$ cat config.mk
export PLATFORM = sky130hd
export DESIGN_NAME = uitpg_gen2
export DESIGN_NICKNAME = d
export VERILOG_FILES = /design/src/rtl/uitpg_pkg.sv /design/src/rtl/uitpg_timing.sv /design/src/rtl/uitpg_gen2.sv
export SDC_FILE = /design/constraint.sdc
export NUM_CORES = 1
export LEC_CHECK = 0
export BUFFER_PORTS_ARGS = -buffer_cell sky130_fd_sc_hd__buf_2
export CORE_ASPECT_RATIO = 1.4
export CORE_MARGIN = 2
export CORE_UTILIZATION = 34
export CTS_BUF_LIST = sky130_fd_sc_hd__clkbuf_4
export CTS_CLUSTER_SIZE = 8
export DETAILED_ROUTE_END_ITERATION = 12
export GPL_TIMING_DRIVEN = 0
export MAX_ROUTING_LAYER = met4
export PLACE_DENSITY = 0.54
export SLEW_MARGIN = 10
export SYNTH_ARGS = -nofsm -noshare
export SYNTH_HDL_FRONTEND = slang
export SYNTH_SLANG_ARGS = --single-unit
$ cat constraint.sdc
create_clock -name I_tpg_clk -period 2.56 [get_ports I_tpg_clk]
set_clock_uncertainty 0.05 [all_clocks]
set_input_delay 0.512 -clock I_tpg_clk [delete_from_list [all_inputs] [get_ports I_tpg_clk]]
set_output_delay 0.512 -clock I_tpg_clk [all_outputs]
set_load 0.005 [all_outputs]
$ cat src/rtl/uitpg_pkg.sv
// -----------------------------------------------------------------------------
// uitpg_pkg
// Shared definitions for the second-generation test pattern generator:
//   - mode encodings for the 16 selectable patterns
//   - colour-bar table as 3-bit {R,G,B} masks (expanded to CW bits in the top)
//   - fixed sync/data latency of the generator
// -----------------------------------------------------------------------------
package uitpg_pkg;

    // Sync, DE and pixel data all leave the generator this many clocks late.
    localparam int LAT = 2;

    localparam logic [3:0] MODE_BLACK       = 4'd0;
    localparam logic [3:0] MODE_WHITE       = 4'd1;
    localparam logic [3:0] MODE_RED         = 4'd2;
    localparam logic [3:0] MODE_GREEN       = 4'd3;
    localparam logic [3:0] MODE_BLUE        = 4'd4;
    localparam logic [3:0] MODE_GRID        = 4'd5;
    localparam logic [3:0] MODE_GREY_HRAMP  = 4'd6;
    localparam logic [3:0] MODE_GREY_VRAMP  = 4'd7;
    localparam logic [3:0] MODE_RED_VRAMP   = 4'd8;
    localparam logic [3:0] MODE_GREEN_HRAMP = 4'd9;
    localparam logic [3:0] MODE_BLUE_HRAMP  = 4'd10;
    localparam logic [3:0] MODE_BARS        = 4'd11;
    localparam logic [3:0] MODE_SCROLL_GRID = 4'd12;
    localparam logic [3:0] MODE_FLICK_GRID  = 4'd13;
    localparam logic [3:0] MODE_DIAG_RAMP   = 4'd14;
    localparam logic [3:0] MODE_BORDER      = 4'd15;

    // Last bar index; pixels beyond the eighth bar width stay here.
    localparam logic [2:0] BAR_LAST = 3'd7;

    // Bar colour as {R,G,B} on/off mask: white, yellow, cyan, green,
    // magenta, red, blue, black.
    function automatic logic [2:0] bar_rgb(input logic [2:0] idx);
        logic [2:0] rgb;
        case (idx)
            3'd0:    rgb = 3'b111;
            3'd1:    rgb = 3'b110;
            3'd2:    rgb = 3'b011;
            3'd3:    rgb = 3'b010;
            3'd4:    rgb = 3'b101;
            3'd5:    rgb = 3'b100;
            3'd6:    rgb = 3'b001;
            3'd7:    rgb = 3'b000;
            default: rgb = 3'b000;
        endcase
        return rgb;
    endfunction

endpackage

$ cat src/rtl/uitpg_timing.sv
// -----------------------------------------------------------------------------
// uitpg_timing
// Raster position tracking for the pattern generator. All outputs are
// registered and describe the pixel that entered one clock earlier, so they
// line up with the first stage of the sync delay line in the top.
// Ports:
//   clk, rstn         pixel clock, synchronous active-low reset
//   vs, de            vertical sync (active-high) and active video in
//   mode_sel, auto_en manual pattern select / auto-cycle enable
//   h_cnt, v_cnt      pixel-in-line and active-line counters
//   line_w, frame_h   measured active width / height (0 until measured)
//   frame_cnt         8-bit frame counter (VS rising edges)
//   mode              pattern mode for the current frame
//   bar_idx           colour bar index of the current pixel
// AUTO_DIV_LOG2 must be in 1..8 (it selects low bits of frame_cnt).
// -----------------------------------------------------------------------------
module uitpg_timing
    import uitpg_pkg::*;
#(
    parameter int CNT_W         = 12,
    parameter int AUTO_DIV_LOG2 = 3
) (
    input  logic             clk,
    input  logic             rstn,
    input  logic             vs,
    input  logic             de,
    input  logic [3:0]       mode_sel,
    input  logic             auto_en,
    output logic [CNT_W-1:0] h_cnt,
    output logic [CNT_W-1:0] v_cnt,
    output logic [CNT_W-1:0] line_w,
    output logic [CNT_W-1:0] frame_h,
    output logic [7:0]       frame_cnt,
    output logic [3:0]       mode,
    output logic [2:0]       bar_idx
);

    logic             vs_d_r;
    logic             de_d_r;
    logic [CNT_W-1:0] h_cnt_r;
    logic [CNT_W-1:0] v_cnt_r;
    logic [CNT_W-1:0] line_w_r;
    logic [CNT_W-1:0] frame_h_r;
    logic [CNT_W-1:0] pib_r;        // pixel position inside the current bar
    logic [7:0]       frame_cnt_r;
    logic [3:0]       mode_r;
    logic [2:0]       bar_idx_r;

    logic             vs_rise_s;
    logic             de_rise_s;
    logic             de_fall_s;
    logic [CNT_W-1:0] bar_w_s;
    logic             bar_step_s;
    logic [CNT_W-1:0] h_nxt_s;
    logic [CNT_W-1:0] pib_nxt_s;
    logic [2:0]       bar_idx_nxt_s;

    assign vs_rise_s = vs & ~vs_d_r;
    assign de_rise_s = de & ~de_d_r;
    assign de_fall_s = ~de & de_d_r;

    // Bars are an eighth of the last measured line; 0 means nothing measured
    // yet and the whole line stays in bar 0.
    assign bar_w_s    = line_w_r >> 3'd3;
    assign bar_step_s = (bar_w_s != {CNT_W{1'b0}}) &&
                        (pib_r == (bar_w_s - 1'b1)) &&
                        (bar_idx_r != BAR_LAST);

    // Next horizontal / bar position for the pixel currently on the inputs.
    always_comb begin
        h_nxt_s       = h_cnt_r;
        pib_nxt_s     = pib_r;
        bar_idx_nxt_s = bar_idx_r;
        if (de_rise_s) begin
            h_nxt_s       = {CNT_W{1'b0}};
            pib_nxt_s     = {CNT_W{1'b0}};
            bar_idx_nxt_s = 3'd0;
        end else if (de) begin
            h_nxt_s = h_cnt_r + 1'b1;
            if (bar_step_s) begin
                bar_idx_nxt_s = bar_idx_r + 1'b1;
                pib_nxt_s     = {CNT_W{1'b0}};
            end else begin
                bar_idx_nxt_s = bar_idx_r;
                pib_nxt_s     = pib_r + 1'b1;
            end
        end else begin
            h_nxt_s       = h_cnt_r;
            pib_nxt_s     = pib_r;
            bar_idx_nxt_s = bar_idx_r;
        end
    end

    // Edge history, raster counters, measurements and frame-boundary mode.
    always_ff @(posedge clk) begin
        if (!rstn) begin
            vs_d_r      <= 1'b0;
            de_d_r      <= 1'b0;
            h_cnt_r     <= {CNT_W{1'b0}};
            v_cnt_r     <= {CNT_W{1'b0}};
            line_w_r    <= {CNT_W{1'b0}};
            frame_h_r   <= {CNT_W{1'b0}};
            pib_r       <= {CNT_W{1'b0}};
            frame_cnt_r <= 8'd0;
            mode_r      <= 4'd0;
            bar_idx_r   <= 3'd0;
        end else begin
            vs_d_r    <= vs;
            de_d_r    <= de;
            h_cnt_r   <= h_nxt_s;
            pib_r     <= pib_nxt_s;
            bar_idx_r <= bar_idx_nxt_s;

            // h_cnt still holds the last active pixel of the line here.
            if (de_fall_s) begin
                line_w_r <= h_cnt_r + 1'b1;
            end

            if (vs_rise_s) begin
                frame_h_r   <= v_cnt_r;
                v_cnt_r     <= {CNT_W{1'b0}};
                frame_cnt_r <= frame_cnt_r + 1'b1;
                // Mode is only ever touched here, so a frame is never split.
                if (auto_en) begin
                    if (&frame_cnt_r[AUTO_DIV_LOG2-1:0]) begin
                        mode_r <= mode_r + 1'b1;
                    end
                end else begin
                    mode_r <= mode_sel;
                end
            end else if (de_fall_s) begin
                v_cnt_r <= v_cnt_r + 1'b1;
            end
        end
    end

    assign h_cnt     = h_cnt_r;
    assign v_cnt     = v_cnt_r;
    assign line_w    = line_w_r;
    assign frame_h   = frame_h_r;
    assign frame_cnt = frame_cnt_r;
    assign mode      = mode_r;
    assign bar_idx   = bar_idx_r;

endmodule

$ cat src/rtl/uitpg_gen2.sv
// -----------------------------------------------------------------------------
// uitpg_gen2
// Second-generation video test pattern generator. Sits between the timing
// generator and the HDMI/LCD encoder; sync, DE and data leave together,
// LAT (=2) clocks after they enter.
// Ports:
//   I_tpg_clk, I_tpg_rstn        pixel clock, synchronous active-low reset
//   I_tpg_vs/hs/de               incoming sync and active-video strobes
//   I_mode, I_auto_en            manual pattern select / auto-cycle enable
//   O_tpg_vs/hs/de               sync and DE delayed by LAT
//   O_tpg_data                   {R,G,B}, CW bits each, 0 outside DE
//   O_mode                       pattern mode currently displayed
// -----------------------------------------------------------------------------
module uitpg_gen2
    import uitpg_pkg::*;
#(
    parameter int CW            = 8,
    parameter int GRID_LOG2     = 4,
    parameter int AUTO_DIV_LOG2 = 3,
    parameter int CNT_W         = 12
) (
    input  logic            I_tpg_clk,
    input  logic            I_tpg_rstn,
    input  logic            I_tpg_vs,
    input  logic            I_tpg_hs,
    input  logic            I_tpg_de,
    input  logic [3:0]      I_mode,
    input  logic            I_auto_en,
    output logic            O_tpg_vs,
    output logic            O_tpg_hs,
    output logic            O_tpg_de,
    output logic [3*CW-1:0] O_tpg_data,
    output logic [3:0]      O_mode
);

    logic [CNT_W-1:0] h_cnt_s;
    logic [CNT_W-1:0] v_cnt_s;
    logic [CNT_W-1:0] line_w_s;
    logic [CNT_W-1:0] frame_h_s;
    logic [7:0]       frame_cnt_s;
    logic [3:0]       mode_s;
    logic [2:0]       bar_idx_s;

    // First delay stage: runs in step with the registered counters.
    logic            vs_s1_r;
    logic            hs_s1_r;
    logic            de_s1_r;
    // Second (output) stage.
    logic            vs_out_r;
    logic            hs_out_r;
    logic            de_out_r;
    logic [3*CW-1:0] data_out_r;
    logic [3:0]      mode_out_r;

    uitpg_timing #(
        .CNT_W         (CNT_W),
        .AUTO_DIV_LOG2 (AUTO_DIV_LOG2)
    ) u_timing (
        .clk       (I_tpg_clk),
        .rstn      (I_tpg_rstn),
        .vs        (I_tpg_vs),
        .de        (I_tpg_de),
        .mode_sel  (I_mode),
        .auto_en   (I_auto_en),
        .h_cnt     (h_cnt_s),
        .v_cnt     (v_cnt_s),
        .line_w    (line_w_s),
        .frame_h   (frame_h_s),
        .frame_cnt (frame_cnt_s),
        .mode      (mode_s),
        .bar_idx   (bar_idx_s)
    );

    logic [CW-1:0]    full_s;
    logic [CW-1:0]    zero_s;
    logic [3*CW-1:0]  white_s;
    logic [3*CW-1:0]  black_s;
    logic [CW-1:0]    h_lo_s;
    logic [CW-1:0]    v_lo_s;
    logic [CNT_W-1:0] diag_sum_s;
    logic [CW-1:0]    diag_lo_s;
    logic [CNT_W-1:0] scroll_sum_s;
    logic             grid_s;
    logic             scroll_grid_s;
    logic             h_edge_s;
    logic             v_edge_s;
    logic [2:0]       bar_mask_s;
    logic [3*CW-1:0]  pix_s;

    assign full_s  = {CW{1'b1}};
    assign zero_s  = {CW{1'b0}};
    assign white_s = {full_s, full_s, full_s};
    assign black_s = {3*CW{1'b0}};

    assign h_lo_s       = h_cnt_s[CW-1:0];
    assign v_lo_s       = v_cnt_s[CW-1:0];
    assign diag_sum_s   = h_cnt_s + v_cnt_s;
    assign diag_lo_s    = diag_sum_s[CW-1:0];
    assign scroll_sum_s = h_cnt_s + CNT_W'(frame_cnt_s);

    assign grid_s        = (h_cnt_s[GRID_LOG2] == v_cnt_s[GRID_LOG2]);
    assign scroll_grid_s = (scroll_sum_s[GRID_LOG2] == v_cnt_s[GRID_LOG2]);

    // Far edges only count once a width/height has been measured.
    assign h_edge_s = (h_cnt_s == {CNT_W{1'b0}}) ||
                      ((line_w_s != {CNT_W{1'b0}}) && (h_cnt_s == (line_w_s - 1'b1)));
    assign v_edge_s = (v_cnt_s == {CNT_W{1'b0}}) ||
                      ((frame_h_s != {CNT_W{1'b0}}) && (v_cnt_s == (frame_h_s - 1'b1)));

    assign bar_mask_s = bar_rgb(bar_idx_s);

    // Pattern selection for the pixel in the first delay stage.
    always_comb begin
        pix_s = black_s;
        case (mode_s)
            MODE_BLACK:       pix_s = black_s;
            MODE_WHITE:       pix_s = white_s;
            MODE_RED:         pix_s = {full_s, zero_s, zero_s};
            MODE_GREEN:       pix_s = {zero_s, full_s, zero_s};
            MODE_BLUE:        pix_s = {zero_s, zero_s, full_s};
            MODE_GRID:        pix_s = grid_s ? white_s : black_s;
            MODE_GREY_HRAMP:  pix_s = {h_lo_s, h_lo_s, h_lo_s};
            MODE_GREY_VRAMP:  pix_s = {v_lo_s, v_lo_s, v_lo_s};
            MODE_RED_VRAMP:   pix_s = {v_lo_s, zero_s, zero_s};
            MODE_GREEN_HRAMP: pix_s = {zero_s, h_lo_s, zero_s};
            MODE_BLUE_HRAMP:  pix_s = {zero_s, zero_s, h_lo_s};
            MODE_BARS:        pix_s = {{CW{bar_mask_s[2]}}, {CW{bar_mask_s[1]}}, {CW{bar_mask_s[0]}}};
            MODE_SCROLL_GRID: pix_s = scroll_grid_s ? white_s : black_s;
            MODE_FLICK_GRID:  pix_s = (grid_s ^ frame_cnt_s[0]) ? white_s : black_s;
            MODE_DIAG_RAMP:   pix_s = {diag_lo_s, diag_lo_s, diag_lo_s};
            MODE_BORDER:      pix_s = (h_edge_s || v_edge_s) ? white_s : black_s;
            default:          pix_s = black_s;
        endcase
    end

    // Two-stage sync delay with the pattern registered into the second stage.
    always_ff @(posedge I_tpg_clk) begin
        if (!I_tpg_rstn) begin
            vs_s1_r    <= 1'b0;
            hs_s1_r    <= 1'b0;
            de_s1_r    <= 1'b0;
            vs_out_r   <= 1'b0;
            hs_out_r   <= 1'b0;
            de_out_r   <= 1'b0;
            data_out_r <= {3*CW{1'b0}};
            mode_out_r <= 4'd0;
        end else begin
            vs_s1_r    <= I_tpg_vs;
            hs_s1_r    <= I_tpg_hs;
            de_s1_r    <= I_tpg_de;
            vs_out_r   <= vs_s1_r;
            hs_out_r   <= hs_s1_r;
            de_out_r   <= de_s1_r;
            data_out_r <= de_s1_r ? pix_s : black_s;
            mode_out_r <= mode_s;
        end
    end

    assign O_tpg_vs   = vs_out_r;
    assign O_tpg_hs   = hs_out_r;
    assign O_tpg_de   = de_out_r;
    assign O_tpg_data = data_out_r;
    assign O_mode     = mode_out_r;

endmodule

Word level (Yosys, flattened, before mapping)
Memories as Yosys holds them, arrays and structs flattened. A register that Yosys moved wholly into a read port is not among the register bits. Cells that the tools add are included.

Shift-type cells: 0. Multipliers: 0. Equality and inequality tests: 22. Bitwise gates (word level): 8. Div/mod/pow operators: 0. Mux-type cells: 10. $add $sub $neg: 11. Magnitude comparators: 0. Reductions and logical operators: 19.

Operators with widths (number): 24-bit case mux with 16 select lines (1); 24-bit two-way mux (4); 12-bit by 1-bit adder with 12-bit output, second input constant (3); 12-bit == test (3); 12-bit nonzero test (3); 4-bit == test, second input constant (8); 12-bit logical NOT (2); 12-bit by 1-bit subtractor with 12-bit output, second input constant (2); 4-bit by 3-bit == test with 1-bit output, second input constant (4); 12-bit two-way mux (1); 9-bit by 1-bit subtractor with 10-bit output, second input constant (1); 8-bit by 1-bit adder with 8-bit output, second input constant (1); 8-bit adder (1); 4-bit by 2-bit == test with 1-bit output, second input constant (2); 4-bit two-way mux (2); 3-bit two-way mux (2); 2-bit AND reduction (3); 5-bit adder (1); 4-bit by 1-bit adder with 4-bit output, second input constant (1); 4-bit by 1-bit == test with 1-bit output, second input constant (1); 1-bit logical AND (4); 4-bit logical NOT (1); 1-bit inverter (4); 2-bit OR reduction (2); 8 further kinds (13).

Bits in read-only memories: 24. Memories: 1. Register bits after elaboration: 109. Bits in latches: 0. Output and inout bits: 31. Bits of input ports: 10. RAM bits: 0. Word-level logic and storage cells: 87.

Memories: (name not given) (depth 8, bits a word 3, read ports 1, clocked after memory_dff 1, wr ports 0, RTL line uitpg_pkg.sv:37) `case (idx)`.

Longest topological paths before layout
Word-level depth: 7. Mapped depth: 11. Gate-level depth less buffers: 9.

By module
Synthesis repeated with hierarchy kept, for this count alone.

Cells, all modules: 790. Area, all modules: 6522.5 sq um.

Modules (own cells, without submodules): uitpg_timing (sequential area each 1541.5 sq um, instances 1, cells each 417, area an instance 3512.1 sq um); uitpg_gen2 (sequential area each 680.7 sq um, instances 1, cells each 373, area an instance 3010.4 sq um).

Least setup slack after synthesis
OpenSTA, ideal clock, no wires.

Kind: reg-to-reg. Start point: register u_timing.line_w_r[3] (netlist: u_timing.line_w[3]). End point: register u_timing.pib_r[4]. Buffers on the path: 2. Library setup time: 0.116 ns. Slack: -0.121 ns. Required time: 2.394 ns. Arrival: 2.515 ns. Cell stages (with the launch flop): 10. Clock period less this slack: 2.681 ns. Cells stage by stage: dfxtp_1 buf_6 or4_4 or4_1 and3_1 o31a_1 nor4_4 or2_2 buf_4 nor2_1.

Longest elaborated chain between the ends: 5. Elaborated cells between the ends (all ways): 6. Those cells by class: add/sub: 1; eq/ne: 1; mux: 1; reduce/logical: 3.

Ends and longest elaborated chain: start, declared (RTL line uitpg_timing.sv:42) `logic [CNT_W-1:0] line_w_r;`; start signal, assigned (RTL line uitpg_timing.sv:101) `line_w_r <= {CNT_W{1'b0}};`; start signal, assigned (RTL line uitpg_timing.sv:116) `line_w_r <= h_cnt_r + 1'b1;`; 9-bit by 1-bit subtractor with 10-bit output (RTL line uitpg_timing.sv:66) `(pib_r == (bar_w_s - 1'b1)) &&`; 12-bit == test (RTL line uitpg_timing.sv:66); 1-bit logical AND (*) (RTL line uitpg_timing.sv:65) `assign bar_step_s = (bar_w_s != {CNT_W{1'b0}}) &&`; 1-bit logical AND (*) (RTL line uitpg_timing.sv:66); 12-bit two-way mux (*) (RTL line uitpg_timing.sv:80) `if (bar_step_s) begin`; end signal, assigned (RTL line uitpg_timing.sv:103) `pib_r <= {CNT_W{1'b0}};`; end signal, assigned (RTL line uitpg_timing.sv:111) `pib_r <= pib_nxt_s;`; end, declared (RTL line uitpg_timing.sv:44) `logic [CNT_W-1:0] pib_r;`.

Every way passes the cells marked *; elsewhere a longest branch is shown, timed or not. A chain may end at the register's enable or synchronous reset.

Final worst setup path
Start point: register u_timing.line_w_r[4] (netlist: u_timing.line_w[4]). End point: register data_out_r[19] (netlist: O_tpg_data[19]).

Longest elaborated chain between the ends: 7. Elaborated cells between the ends (all ways): 8. Those cells by class: add/sub: 1; eq/ne: 1; mux: 2; reduce/logical: 4.

Ends and longest elaborated chain: 12-bit by 1-bit subtractor with 12-bit output (RTL line uitpg_gen2.sv:106) `((line_w_s != {CNT_W{1'b0}}) && (h_cnt_s == (line_w_s - 1'b1)));`; 12-bit == test (RTL line uitpg_gen2.sv:106); 1-bit logical AND (*) (RTL line uitpg_gen2.sv:106); 1-bit logical OR (*) (RTL line uitpg_gen2.sv:105) `assign h_edge_s = (h_cnt_s == {CNT_W{1'b0}}) ||`; 1-bit logical OR (*) (RTL line uitpg_gen2.sv:131) `MODE_BORDER: pix_s = (h_edge_s || v_edge_s) ? white_s : black_s;`; 24-bit two-way mux (*) (RTL line uitpg_gen2.sv:131); 24-bit case mux with 16 select lines (*) (RTL line uitpg_gen2.sv:115) `case (mode_s)`; end signal, assigned (RTL line uitpg_gen2.sv:145) `data_out_r <= {3*CW{1'b0}};`; end signal, assigned (RTL line uitpg_gen2.sv:154) `data_out_r <= de_s1_r ? pix_s : black_s;`; end, declared (RTL line uitpg_gen2.sv:52) `logic [3*CW-1:0] data_out_r;`.

Marked as above.

==> metrics.cfg <==
[routing]
via_count=5868
vias_per_cell=5.25
ant_nets=0
drc=0
firstDrtPassIters=6
drt_iter0_markers=288
wl_mm=18.6
route.detailed.wl_per_inst_um=16.7

[logic_synthesis]
synth_edf_count=0
synth_cell_types=67
postSynthAreaPerCell_sq_um=8.04
synth_adder_area_share_pct=5.72
synth_fp_nets=844
yosys-mux-area-fraction_pct=1.56
synth-compound-area-share_pct=17.4
synthArstFlopShare_pct=0
netlist_instances=805
ys.flop_type=dfxtp_1
synth.yosys.seq_area_share_pct=33.7
ys_seq_elements=109
synth_warnings=0
synth_top_family_by_area=simple AND/OR/NAND/NOR gates
syn_area_sq_um=6480
synth_xor_area_share_pct=11.6
synth-simple-area-share_pct=24.8

[floorplanning]
start_util_pct=34.8
dieWidth_um=121
num_rows=59
dieArea_sq_um=20200
core_sq_um=18600
pin_count=41
die_h_um=167

[run_status]
violations=setup timing
status=complete, but fails checks

[clock_tree]
cts_tree=done
hold_buffers=0
insertion_delay_ps=510
cts_max_level=3
numCtsBuffers=9
clock_sinks=109
clk_pin_slew_ps=180
clock_path_buffers=2
cts_root_buf=clkbuf_4

[grt]
grt.busiest_layer=met2
gr-usage-met1_pct=20.0
grtUsageMet3_pct=3.13
grt_start_max_net_pins=19
grt_remaining_overflow=0
use_met2_pct=35.3
grt_pass1_vias=5656
grt_pass1_wl_mm=29.7
antenna_found_initial=1
grtUsageTotal_pct=19.3

[setup_path]
cp.required_ps=2920
path_cells=buf_4, inv_1, ha_4, nor4b_4, xor2_1, o221ai_1, a22o_1, nand4_1, a31oi_4, buf_12, clkbuf_8, or2_2
path_max_fanout=10
critical-path-slowest-cell=dfxtp_4
cp_top_family=simple AND/OR/NAND/NOR gates
start_kind=flip-flop
critical_path_class=reg -> reg
cp-end-kind=flip-flop
max_stage_delay_ps=380
crit_arrival_ps=3040
crit_buf_inv=4

[timing]
finalHoldViolCount=0
rsz0062_at_grt=true
final-max-slew-violation-count=0
finalWorstSetupSlack_ps=-119
fin_crit_ps=2680
fin_crit_sh_pct=105
relSlewSlack_pct=48.9
setup-violations-final=30
worst_slew_pin_slew_ps=764
tns_ps=-2300
max_freq_mhz=373

[cells_and_area]
area_growth_pct=16.7
fin_util_pct=40.6
layout.nets=905
drive_above_1_share_pct=16.4

[power_and_ir_drop]
leakage_nw=3.07
ir_drop_v=0.000195
power_density_nw_per_um2=402

[placement]
io_buffers=39
gp_congestion=0.859
dp_hpwl_mm=13.6

[job]
maxCapViolations=0

[hold_path]
hold_path_class=in -> reg

## metal layers
metal | vias up | part of all wire, %
li1 | 2908 | -
met2 | 111 | 54
met4 | 0 | 4.3
met5 | - | 0
met1 | 2798 | 39
met3 | 51 | 2.9
## Yosys cell counts, drive strengths merged (5+ instances only)
library cell / n / share of area (%)
and2: 23 / 2.2
dfxtp: 109 / 34
a22o: 6 / 0.81
a21boi: 14 / 1.6
or2: 20 / 1.9
nor3: 16 / 1.2
nand3: 20 / 1.5
nor2b: 10 / 0.97
xor2: 41 / 5.5
a21o: 5 / 0.58
inv: 23 / 1.3
xnor2: 45 / 6.1
and3: 12 / 1.2
or3: 8 / 0.77
nor2: 62 / 3.6
nand2: 104 / 6.0
o21bai: 12 / 1.4
ha: 28 / 5.4
a31oi: 23 / 2.2
o21ai: 18 / 1.4
mux2i: 9 / 1.4
a21oi: 36 / 2.8
nand4: 18 / 1.7
o211a: 10 / 1.5
buf: 8 / 0.66
nor4: 11 / 1.4
clkbuf: 55 / 3.2
## worst paths after layout
kind | startpoint | to | slack [ps] | cells after the start
max | u_timing.line_w[4]$_SDFFE_PN0P_ | O_tpg_data[19]$_SDFF_PN0_ | -120 | 12
min reg2reg | hs_s1_r$_SDFF_PN0_ | O_tpg_hs$_SDFF_PN0_ | 410 | 1
max reg2reg | u_timing.line_w[4]$_SDFFE_PN0P_ | O_tpg_data[19]$_SDFF_PN0_ | -120 | 12
min | I_tpg_hs | hs_s1_r$_SDFF_PN0_ | 170 | 2
## flip-flops by register name, indices dropped and copies added, names as in the netlist, 4 cells and up
signal,flops
O_mode,4
O_tpg_data,24
u_timing.frame_cnt,5
u_timing.frame_h,12
u_timing.h_cnt,12
u_timing.line_w,12
u_timing.mode,4
u_timing.pib_r,12
u_timing.v_cnt,12
## report_power, final
group          total (W)  internal [W]  switching, W
logic           0.000454      0.000193      0.000261
registers        0.00176       0.00172     0.0000312
clock network   0.000827      0.000201      0.000626
total            0.00304       0.00212      0.000919
## through the flow
step	total power, W	area, sq um	instances	setup slack (ps)	hold slack [ps]
after floorplan	0.00206	6480	805	19.4	362
after global placement	0.00218	6980	1088	-939	364
after detailed placement	0.00218	6990	1089	-831	376
after CTS	0.00305	7390	1116	-212	140
after global routing	0.00319	7550	1117	-212	155
final	0.00304	7550	1117	-119	165
## placed cells by master (no fill, tap or decap), types with 18 or more instances in the layout
| cell | synthesis | layout |
|---|---|---|
| nand2_1 | 104 | 104 |
| dfxtp_1 | 109 | 103 |
| nor2_1 | 62 | 58 |
| xnor2_1 | 45 | 45 |
| clkbuf_1 | 55 | 43 |
| xor2_1 | 41 | 41 |
| buf_2 | 1 | 40 |
| a21oi_1 | 36 | 33 |
| ha_1 | 28 | 25 |
| inv_1 | 23 | 23 |
| and2_1 | 23 | 23 |
| a31oi_1 | 23 | 20 |
| nand3_1 | 20 | 19 |
| nand4_1 | 18 | 18 |
## final cells by class
| cell class | count | area [sq um] |
|---|---|---|
| clock buffers | 9 | 67.6 |
| fillers | 1982 | 11000 |
| multi-input cells | 610 | 4220 |
| well taps | 244 | 305 |
| flip-flops and latches | 109 | 2190 |
| diodes | 2 | 5.00 |
| plain buffers | 58 | 259 |
| clock inverters | 7 | 48.8 |
| repair buffers | 55 | 365 |
| inverters | 23 | 86.3 |
## logic make-up (layout without fill, tap and decap cells)
family                   count (synthesis)  count (layout)
adder cells (fa/ha/maj)                 29              29
flip-flops                             109             109
AND/OR/NAND/NOR                        322             322
AO/OA/AOI/OAI                          163             163
other                                    0               2
buffers and inverters                   86             152
XOR/XNOR                                86              86
multiplexers                            10              10
## what timing repair did
item / 4_1_cts / 5_1_grt
setup endpoints to repair: 43 / 42
pin swaps: 17 / 5
resized for setup: 47 / 30
setup buffers: 12 / 1
gates cloned: 2 / 0
No activity file was read; power rests on OpenSTA's default activity.
